## src/rtl/morse_pkg.sv

```systemverilog
// Shared definitions for the serial Morse digit transmitter.
// Holds the FSM state encoding, element constants and the digit-to-pattern encoder.
package morse_pkg;

    // Number of elements in every digit pattern.
    localparam int unsigned ELEMS = 5;

    // Element symbols inside a pattern.
    localparam logic MORSE_DOT  = 1'b0;
    localparam logic MORSE_DASH = 1'b1;

    // Pattern shown on codigo while in reset.
    localparam logic [ELEMS-1:0] CODIGO_RST = 5'b01010;

    // FSM state encoding; kept as plain constants so older tools can consume it.
    typedef logic [2:0] morse_state_t;
    localparam morse_state_t ST_IDLE     = 3'd0;
    localparam morse_state_t ST_MARK     = 3'd1;
    localparam morse_state_t ST_GAP_EL   = 3'd2;
    localparam morse_state_t ST_GAP_CHAR = 3'd3;
    localparam morse_state_t ST_GAP_WORD = 3'd4;

    // Digit to 5-element pattern, first element in the MSB; 1 = dash.
    // 1..5 start with d dots, 6..9 start with (d-5) dashes, 0 is all dashes.
    function automatic logic [ELEMS-1:0] digit_to_morse(input logic [3:0] digit);
        logic [ELEMS-1:0] code;
        int unsigned      n;
        code = '0;
        n    = 32'(digit);
        for (int unsigned i = 0; i < ELEMS; i++) begin
            if (n >= 1 && n <= 5) begin
                code = {code[ELEMS-2:0], (i < n) ? MORSE_DOT : MORSE_DASH};
            end else if (n >= 6 && n <= 9) begin
                code = {code[ELEMS-2:0], (i < n - 5) ? MORSE_DASH : MORSE_DOT};
            end else begin
                code = {code[ELEMS-2:0], MORSE_DASH};
            end
        end
        return code;
    endfunction

endpackage

```

## src/rtl/morse_fifo.sv

```systemverilog
// Small synchronous FIFO buffering accepted digits ahead of the Morse keyer.
// DEPTH must be a power of two so the pointers wrap on their own.
module morse_fifo #(
    parameter int unsigned DEPTH = 4,
    parameter int unsigned WIDTH = 4
) (
    input  logic                         clk_i,
    input  logic                         rst_ni,
    input  logic                         push_i,
    input  logic [WIDTH-1:0]             wdata_i,
    input  logic                         pop_i,
    output logic [WIDTH-1:0]             rdata_o,
    output logic                         full_o,
    output logic                         empty_o,
    output logic [$clog2(DEPTH+1)-1:0]   count_o
);

    localparam int unsigned AW = $clog2(DEPTH);
    localparam int unsigned CW = $clog2(DEPTH + 1);

    logic [WIDTH-1:0] mem_q [DEPTH];
    logic [AW-1:0]    wr_ptr_q, wr_ptr_d;
    logic [AW-1:0]    rd_ptr_q, rd_ptr_d;
    logic [CW-1:0]    count_q, count_d;
    logic             do_push, do_pop;

    assign full_o  = (count_q == CW'(DEPTH));
    assign empty_o = (count_q == '0);
    assign count_o = count_q;
    assign rdata_o = mem_q[rd_ptr_q];

    // Qualify requests and compute next pointers and occupancy.
    always_comb begin
        do_pop   = pop_i && !empty_o;
        // A full FIFO still takes a push when the head leaves in the same cycle.
        do_push  = push_i && (!full_o || do_pop);
        wr_ptr_d = do_push ? wr_ptr_q + 1'b1 : wr_ptr_q;
        rd_ptr_d = do_pop ? rd_ptr_q + 1'b1 : rd_ptr_q;
        count_d  = count_q + CW'(do_push) - CW'(do_pop);
    end

    // Pointer and occupancy state; cleared asynchronously.
    always_ff @(posedge clk_i or negedge rst_ni) begin
        if (!rst_ni) begin
            wr_ptr_q <= '0;
            rd_ptr_q <= '0;
            count_q  <= '0;
        end else begin
            wr_ptr_q <= wr_ptr_d;
            rd_ptr_q <= rd_ptr_d;
            count_q  <= count_d;
        end
    end

    // Storage array; contents are don't-care until written.
    always_ff @(posedge clk_i) begin
        if (do_push) begin
            mem_q[wr_ptr_q] <= wdata_i;
        end
    end

endmodule

```

## src/rtl/morse_tx_serial.sv

```systemverilog
// Serial Morse transmitter: buffers BCD digits and keys saida_luz with Morse timing.
// Optional build macro MORSE_WORD_GAP_EN extends the silence after the last queued
// character to a full 7-unit word gap.
module morse_tx_serial
    import morse_pkg::*;
#(
    parameter int unsigned UNIT_CYCLES = 4,
    parameter int unsigned DEPTH       = 4,
    parameter int unsigned DASH_UNITS  = 3
) (
    input  logic       clock,
    input  logic       reset_n,
    input  logic [3:0] entrada,
    input  logic       valido,
    output logic       pronto,
    output logic       saida_luz,
    output logic [4:0] codigo,
    output logic       ocupado,
    output logic       erro
);

    localparam int unsigned DashCycles = DASH_UNITS * UNIT_CYCLES;
`ifdef MORSE_WORD_GAP_EN
    localparam int unsigned WordCycles = (7 - DASH_UNITS) * UNIT_CYCLES;
    localparam int unsigned TimerMax   = (WordCycles > DashCycles) ? WordCycles : DashCycles;
`else
    localparam int unsigned TimerMax   = DashCycles;
`endif
    localparam int unsigned TW = $clog2(TimerMax + 1);
    localparam int unsigned CW = $clog2(DEPTH + 1);

    // FIFO interface
    logic          fifo_push;
    logic          fifo_pop;
    logic [3:0]    fifo_rdata;
    logic          fifo_full;
    logic          fifo_empty;
    logic [CW-1:0] fifo_count;
    logic [CW-1:0] count_nxt;
    logic          accept;

    // Handshake state
    logic pronto_q, pronto_d;
    logic erro_q, erro_d;

    // Keyer state
    morse_state_t state_q, state_d;
    logic [TW-1:0] timer_q, timer_d;
    logic [2:0]    elem_q, elem_d;
    logic [4:0]    codigo_q, codigo_d;
    logic          saida_q, saida_d;

    // Timer load value for a mark; the timer counts down to zero inclusive.
    function automatic logic [TW-1:0] mark_load(input logic elem);
        return (elem == MORSE_DASH) ? TW'(DashCycles - 1) : TW'(UNIT_CYCLES - 1);
    endfunction

    morse_fifo #(
        .DEPTH (DEPTH),
        .WIDTH (4)
    ) u_fifo (
        .clk_i   (clock),
        .rst_ni  (reset_n),
        .push_i  (fifo_push),
        .wdata_i (entrada),
        .pop_i   (fifo_pop),
        .rdata_o (fifo_rdata),
        .full_o  (fifo_full),
        .empty_o (fifo_empty),
        .count_o (fifo_count)
    );

    // Accept digits, flag out-of-range values and predict next-cycle readiness.
    always_comb begin
        accept    = valido && pronto_q;
        fifo_push = accept && (entrada <= 4'd9) && (!fifo_full || fifo_pop);
        erro_d    = accept && (entrada > 4'd9);
        // pronto is registered, so it must reflect the occupancy after this edge.
        count_nxt = fifo_count + CW'(fifo_push) - CW'(fifo_pop);
        pronto_d  = (count_nxt != CW'(DEPTH));
    end

    // Handshake registers; pronto stays low throughout reset.
    always_ff @(posedge clock or negedge reset_n) begin
        if (!reset_n) begin
            pronto_q <= 1'b0;
            erro_q   <= 1'b0;
        end else begin
            pronto_q <= pronto_d;
            erro_q   <= erro_d;
        end
    end

    // Keyer FSM next state: timer is reloaded on every state entry and expires at zero.
    always_comb begin
        state_d  = state_q;
        elem_d   = elem_q;
        codigo_d = codigo_q;
        fifo_pop = 1'b0;
        timer_d  = (timer_q != '0) ? timer_q - 1'b1 : timer_q;

        case (state_q)
            ST_IDLE: begin
                if (!fifo_empty) begin
                    fifo_pop = 1'b1;
                    codigo_d = digit_to_morse(fifo_rdata);
                    elem_d   = '0;
                    state_d  = ST_MARK;
                    timer_d  = mark_load(codigo_d[ELEMS-1]);
                end
            end
            ST_MARK: begin
                if (timer_q == '0) begin
                    if (elem_q < 3'(ELEMS - 1)) begin
                        state_d = ST_GAP_EL;
                        timer_d = TW'(UNIT_CYCLES - 1);
                    end else begin
                        state_d = ST_GAP_CHAR;
                        timer_d = TW'(DashCycles - 1);
                    end
                end
            end
            ST_GAP_EL: begin
                if (timer_q == '0) begin
                    elem_d  = elem_q + 3'd1;
                    state_d = ST_MARK;
                    // Next element sits one bit below the current one.
                    timer_d = mark_load(codigo_q[3'd3 - elem_q]);
                end
            end
            ST_GAP_CHAR: begin
                if (timer_q == '0) begin
`ifdef MORSE_WORD_GAP_EN
                    // Nothing queued: stretch the silence to a word gap.
                    if (fifo_empty) begin
                        state_d = ST_GAP_WORD;
                        timer_d = TW'(WordCycles - 1);
                    end else begin
                        state_d = ST_IDLE;
                    end
`else
                    state_d = ST_IDLE;
`endif
                end
            end
`ifdef MORSE_WORD_GAP_EN
            ST_GAP_WORD: begin
                // Runs to completion even if a digit arrives meanwhile.
                if (timer_q == '0) begin
                    state_d = ST_IDLE;
                end
            end
`endif
            default: begin
                state_d = ST_IDLE;
            end
        endcase

        saida_d = (state_d == ST_MARK);
    end

    // Keyer registers; reset drops the lamp immediately and restores the idle pattern.
    always_ff @(posedge clock or negedge reset_n) begin
        if (!reset_n) begin
            state_q  <= ST_IDLE;
            timer_q  <= '0;
            elem_q   <= '0;
            codigo_q <= CODIGO_RST;
            saida_q  <= 1'b0;
        end else begin
            state_q  <= state_d;
            timer_q  <= timer_d;
            elem_q   <= elem_d;
            codigo_q <= codigo_d;
            saida_q  <= saida_d;
        end
    end

    assign pronto    = pronto_q;
    assign erro      = erro_q;
    assign saida_luz = saida_q;
    assign codigo    = codigo_q;
    assign ocupado   = (state_q != ST_IDLE) || !fifo_empty;

endmodule

```

## config.mk

```make
export PLATFORM = sky130hd
export DESIGN_NAME = morse_tx_serial
export DESIGN_NICKNAME = d
export VERILOG_FILES = /design/src/rtl/morse_pkg.sv /design/src/rtl/morse_fifo.sv /design/src/rtl/morse_tx_serial.sv
export SDC_FILE = /design/constraint.sdc
export NUM_CORES = 1
export LEC_CHECK = 0
export BUFFER_PORTS_ARGS = -buffer_cell sky130_fd_sc_hd__buf_2
export CAP_MARGIN = 20
export CORE_MARGIN = 4
export CORE_UTILIZATION = 50
export DETAILED_ROUTE_END_ITERATION = 8
export PLACE_DENSITY = 0.77
export SLEW_MARGIN = 40
export SYNTH_ARGS = -nofsm -noshare
export SYNTH_HDL_FRONTEND = slang
export SYNTH_HIERARCHICAL = 1
export SYNTH_SLANG_ARGS = --single-unit
```

## constraint.sdc

```tcl
create_clock -name clock -period 4.9 [get_ports clock]
set_clock_uncertainty 0.2 [all_clocks]
set_input_delay 0.245 -clock clock [delete_from_list [all_inputs] [get_ports clock]]
set_output_delay 0.245 -clock clock [all_outputs]
set_load 0.05 [all_outputs]
```

==> results.json <==
{
  "post-route-period-util": 0.642,
  "number_of_drc_violations_after_detailed_routing_iteration_0": 114,
  "asr_flop_ratio_synth": 0.610,
  "worst_slew_pin_slew_ps": 666,
  "placed_cells": 247,
  "syn_to_layout_area_delta_pct": 11.6,
  "cts.sinks": 41,
  "placeableCoreArea_sq_mm": 0.00412,
  "grt_most_used_layer": "met2",
  "routabilityCongestion": 0.774,
  "drt-total-wl_mm": 3.77,
  "cp_max_fo": 13,
  "timing.setup.tns_ps": 0,
  "cp-start-kind": "register",
  "drt-pass1-iter-count": 4,
  "cts_max_path_buffers": 2,
  "synth-main-ff-cell": "sky130_fd_sc_hd__dfrtp_1",
  "dp_slack_ps": 1760,
  "clock_tree_from_tritoncts": "built",
  "grt_pass1_wl_mm": 6.53,
  "dieArea_sq_mm": 0.00552,
  "grt_setup_unrepaired": "false",
  "dieHeight_microns": 74.3,
  "min_path_type": "in -> async",
  "cts_resized": 0,
  "postCtsHoldBufs": 6,
  "instances_no_fill": 261,
  "dp_hpwl_mm": 2.78,
  "grt_pass1_vias": 1372,
  "numCtsBuffers": 5,
  "critPathRequiredTime_ps": 4920,
  "ys_seq_elements": 41,
  "dpl-instance-area_sq_mm": 0.00231,
  "num_io_pins": 16,
  "synth_edf_count": 16,
  "use_met1": 0.214,
  "fp.dieW_microns": 74.3,
  "path_clk_slew_ps": 80,
  "nNetsFinal": 233,
  "mostFrequentLayoutCells": "sky130_fd_sc_hd__dfrtp_1 (23), sky130_fd_sc_hd__inv_1 (16), sky130_fd_sc_hd__edfxtp_1 (16)",
  "cp.arrival_ps": 3170,
  "synthDistinctLibCells": 49,
  "timing.max_cap.violations": 0,
  "placement_rows": 23,
  "slew-limit-headroom": 0.550,
  "layout_commonest_cell": "sky130_fd_sc_hd__dfrtp_1",
  "grt_start_max_net_pins": 26,
  "synth.yosys.seq_area_share": 0.504,
  "drive_above_1_share": 0.175,
  "clk_lat_worst_skew_ps": 290,
  "period_needed_ps": 3150,
  "achievable-frequency_mhz": 318,
  "setup-violations-final": 0,
  "final_antenna_net_count": 0,
  "dominant_cell_type_by_area_after_synthesis": "sky130_fd_sc_hd__dfrtp_1",
  "grt_use_total": 0.159,
  "num_vias": 1414,
  "initial_cell_density_of_the_core": 0.535,
  "mappedNetlistArea_sq_mm": 0.00220,
  "critPathCaptureType": "register",
  "final_core_utilization": 0.597,
  "yosys_top_cell_area_share": 0.262,
  "p_leak_nw": 1.02,
  "final_design_area_no_fill_sq_mm": 0.00245,
  "synth_nets": 210,
  "syn_area_per_cell_sq_um": 11.8,
  "grt.met3_usage": 0.0446,
  "htreeDepth": 2,
  "grt_antenna_before_repair": 0,
  "ctsRootBufferMaster": "sky130_fd_sc_hd__clkbuf_8",
  "grt.overflow.total": 0,
  "final.setup.worst_slack_ps": 1750,
  "drc": 0,
  "n_antenna_cell": 0,
  "placement.io_buffers": 15,
  "detail_route.wl_per_cell_microns": 14.4,
  "ys.warnings.count": 6,
  "holdWs_ps": 263,
  "critical_setup_path_kind": "reg -> reg",
  "syn_inst": 187,
  "vdd.ir_drop.worst_mv": 0.298,
  "timing.final.hold_violations": 0,
  "global_route.usage.met2": 0.252,
  "postCtsSetupRepairBufs": 0,
  "final-max-slew-violation-count": 0,
  "run_status": "finished, final reports clean",
  "route.detailed.vias_per_inst": 5.42,
  "synth_top_cells_by_area": "sky130_fd_sc_hd__dfrtp_1 (26%), sky130_fd_sc_hd__edfxtp_1 (22%), sky130_fd_sc_hd__ha_1 (8.0%), sky130_fd_sc_hd__mux4_2 (4.1%), sky130_fd_sc_hd__xnor2_1 (3.2%)",
  "p_total_mw": 1.50,
  "num-fill-cells": 322,
  "cellPowerDensity_mw_per_mm2": 610
}
## synthesized netlist by cell type, types with 3 or more instances
cell,count
sky130_fd_sc_hd__ha_1,14
sky130_fd_sc_hd__edfxtp_1,16
sky130_fd_sc_hd__o21ai_0,4
sky130_fd_sc_hd__nor2_1,15
sky130_fd_sc_hd__nor3_1,5
sky130_fd_sc_hd__nand2b_1,5
sky130_fd_sc_hd__a21oi_1,8
sky130_fd_sc_hd__mux4_2,4
sky130_fd_sc_hd__and2_1,4
sky130_fd_sc_hd__mux2i_1,3
sky130_fd_sc_hd__inv_1,16
sky130_fd_sc_hd__dfrtp_1,23
sky130_fd_sc_hd__nand2_1,11
sky130_fd_sc_hd__nand3b_1,3
sky130_fd_sc_hd__xnor2_1,8
sky130_fd_sc_hd__o311ai_0,3
sky130_fd_sc_hd__o31ai_1,3
## layout make-up
type	count	area, sq um	area share
Sequential cell	41	1110	0.452
Multi-Input combinational cell	125	1000	0.408
Timing Repair Buffer	21	135	0.0550
Clock buffer	5	68.8	0.0280
Tap cell	50	62.6	0.0255
Inverter	16	60.1	0.0245
Clock inverter	3	17.5	0.00714
## flip-flops by register name (all words and copies together), names as in the netlist
register	cells
saida_luz	1
pronto	1
codigo	5
u_fifo/wr_ptr_q	2
erro	1
u_fifo/count_o	3
u_fifo/mem_q	16
elem_q	3
timer_q	4
state_q	3
u_fifo/rd_ptr_q	2
## power breakdown
part | internal, mW | switching, mW | leakage (nW)
registers | 0.459 | 0.103 | 0.443
logic | 0.306 | 0.415 | 0.535
clock network | 0.0982 | 0.115 | 0.0439
total | 0.864 | 0.633 | 1.02
## worst paths after layout
kind | slack (ps) | start | cells after the start | endpoint
setup / recovery | 1750 | u_fifo/count_o[1] | 11 | u_fifo/count_o[2]
max in group asynchronous | 3880 | reset_n | 2 | codigo[1]
hold / removal | 260 | reset_n | 2 | codigo[2]
hold reg to reg | 320 | codigo[3] | 2 | codigo[3]
setup reg to reg | 1750 | u_fifo/count_o[1] | 11 | u_fifo/count_o[2]
min in group clock | 320 | codigo[3] | 2 | codigo[3]
## worst max-delay path, cell delays in order, from the launching register on
cell and delay, ps:
sky130_fd_sc_hd__dfrtp_1 490, sky130_fd_sc_hd__nor3_1 320, sky130_fd_sc_hd__nor2_1 110, sky130_fd_sc_hd__nand2_1 210, sky130_fd_sc_hd__inv_1 250, sky130_fd_sc_hd__o31ai_2 180, sky130_fd_sc_hd__or2_1 200, sky130_fd_sc_hd__a21bo_1 220
sky130_fd_sc_hd__ha_1 200, sky130_fd_sc_hd__fa_1 380, sky130_fd_sc_hd__xnor2_1 180, sky130_fd_sc_hd__xnor2_1 130
## metal layers
metal  part of all wire  routed length, microns  vias to the layer above
met5                  0                       0                        -
met1               0.49                    1830                      674
met3              0.037                     141                        6
met4              0.013                      48                        0
met2               0.46                    1750                       23
li1                   -                       -                      711
## logic make-up after synthesis
group,share of synthesized area
flip-flops,0.504
AO/OA/AOI/OAI,0.104
adder cells (fa/ha/maj),0.0978
XOR/XNOR,0.0358
buffers and inverters,0.0404
multiplexers,0.0717
AND/OR/NAND/NOR,0.145
other,0.00170
Note: power is estimated with default switching activity, not from simulation.
